### src/rtl/ctrl_pkg.sv
// rtl/ctrl_pkg.sv - gate FSM state encoding and signed clamp shared by the control loop blocks
package ctrl_pkg;

  localparam int CMD_W = 32;

  typedef enum logic [1:0] {
    ST_IDLE = 2'd0,
    ST_P_ON = 2'd1,
    ST_N_ON = 2'd2,
    ST_DEAD = 2'd3
  } gate_state_t;

  // Signed clamp into [lo, hi]; caller guarantees lo <= hi.
  function automatic logic signed [CMD_W-1:0] clamp_s(
    input logic signed [CMD_W-1:0] x,
    input logic signed [CMD_W-1:0] lo,
    input logic signed [CMD_W-1:0] hi
  );
    logic signed [CMD_W-1:0] r;
    r = x;
    if (x < lo) r = lo;
    else if (x > hi) r = hi;
    return r;
  endfunction

endpackage

### src/rtl/deadtime_gen.sv
// rtl/deadtime_gen.sv - complementary gate FSM with DT-cycle dead gap between gate hand-overs
module deadtime_gen
  import ctrl_pkg::*;
#(
  parameter int CNT_W = 16,
  parameter int DT    = 20
) (
  input  logic i_clk,
  input  logic i_rst,
  input  logic i_cnt_zero,
  input  logic i_raw,
  output logic o_pwm_p,
  output logic o_pwm_n
);

  localparam logic [CNT_W-1:0] DT_LAST = (DT > 0) ? CNT_W'(DT - 1) : '0;

  gate_state_t      r_state, w_state_nxt;
  logic [CNT_W-1:0] r_dt_cnt, w_dt_cnt_nxt;
  logic             r_pwm_p, r_pwm_n;

  always_ff @(posedge i_clk or posedge i_rst) begin
    if (i_rst) begin
      r_state  <= ST_IDLE;
      r_dt_cnt <= '0;
      r_pwm_p  <= 1'b0;
      r_pwm_n  <= 1'b0;
    end else begin
      r_state  <= w_state_nxt;
      r_dt_cnt <= w_dt_cnt_nxt;
      r_pwm_p  <= (w_state_nxt == ST_P_ON);
      r_pwm_n  <= (w_state_nxt == ST_N_ON);
    end
  end

  // The dead counter is cleared outside DEAD so every gap starts from zero.
  always_comb begin
    w_state_nxt  = r_state;
    w_dt_cnt_nxt = '0;
    case (r_state)
      ST_IDLE: if (i_cnt_zero) w_state_nxt = ST_DEAD;
      ST_P_ON: if (!i_raw) w_state_nxt = ST_DEAD;
      ST_N_ON: if (i_raw) w_state_nxt = ST_DEAD;
      ST_DEAD: begin
        if (r_dt_cnt == DT_LAST) w_state_nxt = i_raw ? ST_P_ON : ST_N_ON;
        else w_dt_cnt_nxt = r_dt_cnt + 1'b1;
      end
      default: w_state_nxt = ST_IDLE;
    endcase
  end

  assign o_pwm_p = r_pwm_p;
  assign o_pwm_n = r_pwm_n;

endmodule

### src/rtl/pwm_modulator_aw.sv
// rtl/pwm_modulator_aw.sv - clamped PI command to double-buffered complementary PWM with anti-windup excess
// Optional dead-time gate FSM selected by DEADTIME_EN.
module pwm_modulator_aw
  import ctrl_pkg::*;
#(
  parameter int CNT_W    = 16,
  parameter int PERIOD   = 1000,
  parameter int DUTY_MIN = 50,
  parameter int DUTY_MAX = 950,
  parameter int DT       = 20,
  parameter int SHIFT    = 0
) (
  input  logic                    i_CLK,
  input  logic                    i_RST,
  input  logic signed [CMD_W-1:0] i_U,
  output logic signed [CMD_W-1:0] o_AW,
  output logic                    o_PWM_P,
  output logic                    o_PWM_N,
  output logic                    o_SYNC,
  output logic [CNT_W-1:0]        o_DUTY
);

  localparam logic [CNT_W-1:0] CNT_LAST   = CNT_W'(PERIOD - 1);
  localparam logic [CNT_W-1:0] DUTY_MIN_C = CNT_W'(DUTY_MIN);

  if (!(DT < DUTY_MIN && DT < PERIOD - DUTY_MAX && DUTY_MIN > 0 && DUTY_MIN <= DUTY_MAX &&
        DUTY_MAX < PERIOD && CNT_W <= CMD_W &&
        longint'(PERIOD) <= (longint'(1) << CNT_W))) begin : g_param_check
    $error("pwm_modulator_aw: illegal parameter set");
  end

  logic [CNT_W-1:0]        r_cnt, r_shadow, r_active;
  logic signed [CMD_W-1:0] r_aw;
  logic                    r_sync;
  logic                    w_cnt_zero, w_cnt_last, w_raw;
  logic signed [CMD_W-1:0] w_u_s, w_sat, w_aw;
  logic signed [CMD_W:0]   w_diff;

  assign w_cnt_zero = (r_cnt == '0);
  assign w_cnt_last = (r_cnt == CNT_LAST);
  assign w_raw      = (r_cnt < r_active);

  assign w_u_s  = i_U >>> SHIFT;
  assign w_sat  = clamp_s(w_u_s, CMD_W'(DUTY_MIN), CMD_W'(DUTY_MAX));
  assign w_diff = {w_u_s[CMD_W-1], w_u_s} - {w_sat[CMD_W-1], w_sat};

  // Excess is formed one bit wider, then pinned to the 32-bit range on overflow.
  always_comb begin
    w_aw = w_diff[CMD_W-1:0];
    if (w_diff[CMD_W] != w_diff[CMD_W-1])
      w_aw = w_diff[CMD_W] ? {1'b1, {(CMD_W-1){1'b0}}} : {1'b0, {(CMD_W-1){1'b1}}};
  end

  always_ff @(posedge i_CLK or posedge i_RST) begin
    if (i_RST) begin
      r_cnt    <= '0;
      r_shadow <= DUTY_MIN_C;
      r_active <= DUTY_MIN_C;
      r_aw     <= '0;
      r_sync   <= 1'b0;
    end else begin
      r_cnt    <= w_cnt_last ? '0 : r_cnt + 1'b1;
      r_sync   <= w_cnt_zero;
      r_shadow <= w_sat[CNT_W-1:0];
      r_aw     <= w_aw;
      if (w_cnt_last) r_active <= r_shadow;
    end
  end

`ifdef DEADTIME_EN
  deadtime_gen #(
    .CNT_W (CNT_W),
    .DT    (DT)
  ) u_deadtime_gen (
    .i_clk      (i_CLK),
    .i_rst      (i_RST),
    .i_cnt_zero (w_cnt_zero),
    .i_raw      (w_raw),
    .o_pwm_p    (o_PWM_P),
    .o_pwm_n    (o_PWM_N)
  );
`else
  logic r_run, r_pwm_p, r_pwm_n;
  logic w_gate_en;

  // Gates stay off until the carrier has been seen at zero once.
  assign w_gate_en = r_run | w_cnt_zero;

  always_ff @(posedge i_CLK or posedge i_RST) begin
    if (i_RST) begin
      r_run   <= 1'b0;
      r_pwm_p <= 1'b0;
      r_pwm_n <= 1'b0;
    end else begin
      r_run   <= w_gate_en;
      r_pwm_p <= w_raw & w_gate_en;
      r_pwm_n <= ~w_raw & w_gate_en;
    end
  end

  assign o_PWM_P = r_pwm_p;
  assign o_PWM_N = r_pwm_n;
`endif

  assign o_AW   = r_aw;
  assign o_SYNC = r_sync;
  assign o_DUTY = r_active;

endmodule

### config.mk
export PLATFORM = sky130hd
export DESIGN_NAME = pwm_modulator_aw
export DESIGN_NICKNAME = d
export VERILOG_FILES = /design/src/rtl/ctrl_pkg.sv /design/src/rtl/deadtime_gen.sv /design/src/rtl/pwm_modulator_aw.sv
export SDC_FILE = /design/constraint.sdc
export NUM_CORES = 1
export LEC_CHECK = 0
export BUFFER_PORTS_ARGS = -buffer_cell sky130_fd_sc_hd__clkbuf_2
export CAP_MARGIN = 0
export CORE_MARGIN = 4
export CORE_UTILIZATION = 51
export CTS_BUF_LIST = sky130_fd_sc_hd__clkbuf_16
export CTS_CLUSTER_DIAMETER = 150
export CTS_CLUSTER_SIZE = 16
export DETAILED_ROUTE_END_ITERATION = 10
export GPL_TIMING_DRIVEN = 0
export HOLD_SLACK_MARGIN = 0.12
export PLACE_DENSITY = 0.84
export SLEW_MARGIN = 10
export SYNTH_ARGS = -nofsm -noshare
export SYNTH_HDL_FRONTEND = slang
export SYNTH_SLANG_ARGS = --single-unit
### constraint.sdc
create_clock -name i_CLK -period 3 [get_ports i_CLK]
set_clock_uncertainty 0.15 [all_clocks]
set_input_delay 0.6 -clock i_CLK [delete_from_list [all_inputs] [get_ports i_CLK]]
set_output_delay 0.6 -clock i_CLK [all_outputs]
set_load 0.005 [all_outputs]
==> results.cfg, run 1 <==
[clock_network]
clock-sinks = 84
clock_path_buffers = 2
cts-root-buf = clkbuf_16
numCtsBuffers = 9
clk_latency_ns = 0.34
clk_pin_slew_worst_paths_ns = 0.06
htree_levels = 3
cts_tree = built

[logic_synthesis]
ys_types = 70
syn_area_per_cell_um2 = 9.63
synthArstFlopShare_pct = 100
synth_top_area_share_pct = 35.9
netlist_area_um2 = 5440
yosys-top-cells-area = dfrtp_1 (36%), ha_1 (11%), a21o_1 (7.7%)
ys_ff_latch = 84
yosysMostFrequentCell = dfrtp_1
synth_ff_type = dfrtp_1
yosys.area.top_type = dfrtp_1
yosysWarnings = 0
synth_edf_count = 0
seq_area_frac_synth_pct = 38.8
syn-instance-count = 565
synth_common_cells = dfrtp_1 (78), a21o_1 (56), nand2_1 (51), ha_1 (49), inv_1 (39)

[route]
vias_per_cell = 5.60
drtAntennaViolNets = 0
num_vias = 4794
wirelength_um = 13700
drt-pass1-iter-count = 5
drt-initial-drc-count = 264
drc = 0
routedWlPerCell_um = 16.0

[hold_path]
hold_start = r_shadow[2]
hold_class = register to register

[run_status]
status = complete, but fails checks
violations = setup timing

[finish]
fin_cells = 856
design_area_um2 = 6900
multi_input_area_um2 = 3300
fillers = 797
nNetsFinal = 799
num_antenna_cells = 0
drive_gt1_share_pct = 26.0
seqCellArea_um2 = 2110
syn_to_final_growth_pct = 26.8

[floorplanning]
start_util_pct = 52.4
die_x_um = 111
die-area_um2 = 12400
design.core.area_um2 = 10400
die_y_um = 111
num_io_pins = 85
fp-row-count = 37

[pwr]
intPower_mw = 2.46
clock_power_share_pct = 35.2
ir_drop_mv = 0.307
seqPwrFrac_pct = 37.3
p_sw_mw = 1.03
power_mw = 3.49
p_per_area_nw_per_um2 = 506
combPwrFrac_pct = 27.5
p_leak_nw = 3.50
p_sw_share_pct = 29.6

[setup_path]
cp.arrival_ns = 4.50
crit_family = compound AO/OA/AOI/OAI gates
cp_common_cell = buf_6
path_cells = buf_6, or4_4, nor4_4, buf_6, nand2b_4, o21bai_4, nor3_2, ha_1, a21o_1, buf_6, a221oi_4, a211oi_2, o211ai_2, a2111oi_4, o21ai_2, xor2_4, buf_6, a21o_1
setup.worst_path.start_class = input port
path_class = input port to register
worstSetupStartpoint = i_U[24]
cp_max_fo = 6
cp_data_required_time_ns = 3.12
r2r_start = r_cnt[12]
max_stage_delay_ns = 0.55
critical_path.slowest_cell = or4_4
cp-end-kind = register
path_buf_inv = 4

[timing]
fin_crit_ns = 4.38
worst_pin_slew_ns = 0.534
hold_viol = 0
fmaxAchievable_mhz = 228
relSlewSlack_pct = 64.1
final_max_slew_viol_count = 0
post-route-period-util_pct = 146
whs_ns = 0.305
rsz0062_at_grt = yes
finalSetupViolCount = 32
timing.final.ws_setup_ns = -1.38

[global_route]
grt_max_degree = 71
grtUsageTotal_pct = 21.8
met3_usage_pct = 5.24
grt-ovfl-total = 0
grtUsageMet2_pct = 38.1
antenna_found_initial = 0
grt_pass1_vias = 4836
grt_pass1_wl_um = 22000
gr-usage-met1_pct = 25.0
busiest_layer = met2

[placed_design]
dp.cells = 812
dp_slack_ns = -1.88
hpwlAfterDp_um = 9860
placed_cell_area_um2 = 6230
port_buffers = 84
gp_congestion = 0.891

[job]
drv_cap = 0
## power by group through the flow
stage | clock network, mW | logic, mW | registers, mW
2_1_floorplan | 0 | 0.563 | 1.34
3_3_place_gp | 0 | 0.845 | 1.32
3_5_place_dp | 0 | 0.869 | 1.32
4_1_cts | 1.25 | 0.924 | 1.30
5_1_grt | 1.31 | 1.05 | 1.32
6_report | 1.23 | 0.961 | 1.30
## per-stage QoR
step	TNS, ns	utilization, %
floorplan	-37.40	-
global placement	-110.76	59.8
detailed placement	-58.35	60.1
CTS	-39.37	65.4
global route	-48.31	66.5
finish	-42.68	66.5
## flip-flops by register name, indices dropped and copies added, names as in the netlist
name / cells
o_AW: 32
o_DUTY: 16
o_PWM_N: 1
o_PWM_P: 1
o_SYNC: 1
r_cnt: 16
r_run: 1
r_shadow: 16
## area by class of cell
class                      instances  area share, %
clock inverter                     7           1.52
multi-input combinational        447           47.9
sequential                        84           30.6
inverter                          39           2.16
tap                              136           2.47
clock buffer                       9           3.26
buffer                            21           1.92
timing repair buffer             113           10.2
## cell usage in the layout (no fill, tap or decap), drive strengths merged, types with 3 or more instances in the layout
cell type / n
and2: 3
nor4: 8
ha: 49
a21o: 56
o21ai: 31
nor2: 24
xnor2: 23
o21bai: 9
dfstp: 6
a31o: 4
a21oi: 36
xor2: 18
clkbuf: 102
buf: 40
a211oi: 6
conb: 28
dfrtp: 78
nand3: 14
or2: 5
inv: 43
o211ai: 5
nor2b: 5
a31oi: 6
nand2b: 7
o21a: 5
or3: 4
and3: 9
nor3: 10
nand2: 51
## routing by layer
layer | share of wire (%) | wire [um] | vias to the layer above
met1 | 39 | 5380 | 2287
li1 | - | - | 2279
met3 | 5.8 | 791 | 44
met4 | 3.5 | 483 | 0
met5 | 0 | 0 | -
met2 | 51 | 7030 | 184
## tightest hold or removal path, cell delays in order (launching register included)
cell and delay [ns]:
dfrtp_1 0.32, nand2_1 0.04, o21ai_0 0.06
## cell families after synthesis
group | Yosys count | share of synthesized area (%)
fa+ha+maj | 51 | 11.8
other cells | 2 | 0.138
buf+inv | 60 | 5.13
mux | 3 | 0.828
compound gates | 177 | 23.3
xor+xnor | 41 | 6.74
flops | 84 | 38.8
simple gates | 147 | 13.3
## repair_timing
item,4_1_cts,5_1_grt
hold buffers,1,0
setup endpoints to repair,32,32
gates resized for setup,16,8
hold endpoints to repair,14,0
pin swaps,17,10
setup buffers,17,8
gates cloned,1,2
## worst paths after layout
check,to,slack (ns),depth (start not counted)
worst min register to register,o_DUTY[2],0.30,2
worst max register to register,o_DUTY[15],0.25,6
worst max-delay path,o_AW[5],-1.38,18
max in group asynchronous,r_shadow[1],1.49,4
min in group asynchronous,o_AW[20],0.58,3
worst min-delay path,o_DUTY[2],0.30,2
Note: power is estimated with default switching activity, not from simulation.
==> inputs of run 2 (changes only) <==
Settings changed: SKIP_LAST_GASP from default to 1, SYNTH_HIERARCHICAL from default to 1.
==> results.cfg, run 2 <==
[placed_design]
gp_congestion = 0.891
dp.cells = 812
port_buffers = 84
placed_cell_area_um2 = 6230
hpwlAfterDp_um = 9860
dp_slack_ns = -1.88

[finish]
largest_register_ffs = 32
fin_cells = 856
layout_common_cells = clkbuf_2 (81), dfrtp_1 (78), a21o_1 (56)
syn_to_final_growth_pct = 26.8
num_antenna_cells = 0
post-route-util_pct = 66.5
drive_gt1_share_pct = 26.0
nNetsFinal = 799
design_area_um2 = 6900
final_common_cell = clkbuf_2

[route]
vias_per_cell = 5.66
drt-initial-drc-count = 302
drt-pass1-iter-count = 5
num_vias = 4848
drc = 0
drtAntennaViolNets = 0
routedWlPerCell_um = 16.0
wirelength_um = 13700

[setup_path]
r2r-end = o_DUTY[15]
critical_path.slowest_cell = or4_4
reg2reg_slack_ns = 0.24
cp.arrival_ns = 4.50
cp-end-kind = register
cp_common_cell = buf_6
r2r_start = r_cnt[12]
setup.worst_path.start_class = input port
max_stage_delay_ns = 0.55
reg2regPathDepth = 6
cp_max_fo = 6
path_class = input port to register
path_cells = buf_6, or4_4, nor4_4, buf_6, nand2b_4, o21bai_4, nor3_2, ha_1, a21o_1, buf_6, a221oi_4, a211oi_2, o211ai_2, a2111oi_4, o21ai_2, xor2_4, buf_6, a21o_1
cp_data_required_time_ns = 3.13

[clock_network]
cts_tree = built
htree_levels = 3
clock_path_buffers = 2
numCtsBuffers = 9
clk_latency_ns = 0.35
clk_pin_slew_worst_paths_ns = 0.06
cts-root-buf = clkbuf_16
clock-sinks = 84

[pwr]
power_mw = 3.50
p_per_area_nw_per_um2 = 508
p_leak_nw = 3.50
ir_drop_mv = 0.308

[logic_synthesis]
yosys-top-cells-area = dfrtp_1 (36%), ha_1 (11%), a21o_1 (7.7%)
synth_ff_type = dfrtp_1
syn_area_per_cell_um2 = 9.63
ys_types = 70
ys_ff_latch = 84
synth_top_area_share_pct = 35.9
synth_common_cells = dfrtp_1 (78), a21o_1 (56), nand2_1 (51), ha_1 (49), inv_1 (39)
yosys.area.top_type = dfrtp_1
syn-instance-count = 565
yosysWarnings = 6
seq_area_frac_synth_pct = 38.8
netlist_area_um2 = 5440
yosysMostFrequentCell = dfrtp_1
synth_edf_count = 0
synthArstFlopShare_pct = 100

[timing]
post-route-period-util_pct = 146
worst_pin_slew_ns = 0.534
rsz0062_at_grt = yes
finalSetupViolCount = 32
fin_setup_tns_ns = -42.47
final_max_slew_viol_count = 0
fin_crit_ns = 4.38
whs_ns = 0.305
timing.final.ws_setup_ns = -1.38
fmaxAchievable_mhz = 228
relSlewSlack_pct = 64.1
hold_viol = 0

[floorplanning]
num_io_pins = 85
die_x_um = 111
die_y_um = 111
fp-row-count = 37
design.core.area_um2 = 10400
die-area_um2 = 12400
start_util_pct = 52.4

[hold_path]
hold_class = register to register
hold_path_depth = 2
hold_end = o_DUTY[2]
hold_start = r_shadow[2]

[global_route]
grt_max_degree = 71
grt_pass1_wl_um = 22000
antenna_found_initial = 0
grtUsageTotal_pct = 21.8
grt-ovfl-total = 0
grt_pass1_vias = 4836

[job]
drv_cap = 0

[run_status]
violations = setup timing
status = complete, but fails checks
[run 2: cell counts in the layout (fill, tap and decap cells not counted)]
Identical to the previous run, type by type.
[run 2: final cells by class]
cell class | instances | area (um2)
inverter | 39 | 149
timing repair buffer | 113 | 704
buffer | 21 | 133
clock buffer | 9 | 225
fill | 797 | 3470
multi-input combinational | 447 | 3300
tap | 136 | 170
clock inverter | 7 | 105
sequential | 84 | 2110
[run 2: cells by family (layout without fill, tap and decap cells)]
| family | count (synthesis) | in the layout | share of synthesized area (%) |
|---|---|---|---|
| fa+ha+maj | 51 | 51 | 11.8 |
| buf+inv | 60 | 189 | 5.13 |
| simple gates | 147 | 147 | 13.3 |
| xor+xnor | 41 | 41 | 6.74 |
| flops | 84 | 84 | 38.8 |
| other cells | 2 | 28 | 0.138 |
| compound gates | 177 | 177 | 23.3 |
| mux | 3 | 3 | 0.828 |
[run 2: repair_timing]
action,4_1_cts,5_1_grt
setup endpoints to repair,32,32
endpoints found under the hold margin,14,0
gates cloned,1,2
hold buffers,1,0
gates resized for setup,16,8
pin swaps,16,9
setup buffers,17,8
[run 2: where the power goes]
part / internal (mW) / total [mW] / switching [mW]
Sequential: 1.26 / 1.30 / 0.0378
Clock: 0.744 / 1.24 / 0.498
Combinational: 0.451 / 0.962 / 0.511
[run 2: worst max-delay path by stage]
| stage | slack [ns] | start | end | cells past startpoint |
|---|---|---|---|---|
| 2_1_floorplan | -1.19 | i_U[24] | o_AW[0] | 15 |
| 3_3_place_gp | -1.86 | i_U[14] | o_AW[5] | 17 |
| 3_5_place_dp | -1.88 | i_U[14] | o_AW[5] | 19 |
| 4_1_cts | -1.27 | i_U[24] | o_AW[5] | 18 |
| 5_1_grt | -1.55 | i_U[24] | o_AW[16] | 20 |
| 6_report | -1.38 | i_U[24] | o_AW[5] | 18 |
[run 2: routing by layer]
metal / up-vias / part of all wire, % / track usage, %
met5: - / 0 / 0
met2: 199 / 51 / 38.1
li1: 2282 / - / -
met1: 2316 / 40 / 25.0
met3: 51 / 5.9 / 5.24
met4: 0 / 3.7 / 10.1
[run 2: critical path, delay by kind of cell]
family / cells / cell delay [ns]
xor gates and xnor gates: 1 / 0.30
AOI/OAI and AO/OA: 8 / 1.65
and+or+nand+nor: 4 / 0.98
buffers and inverters: 4 / 0.56
adders and majority gates: 1 / 0.38
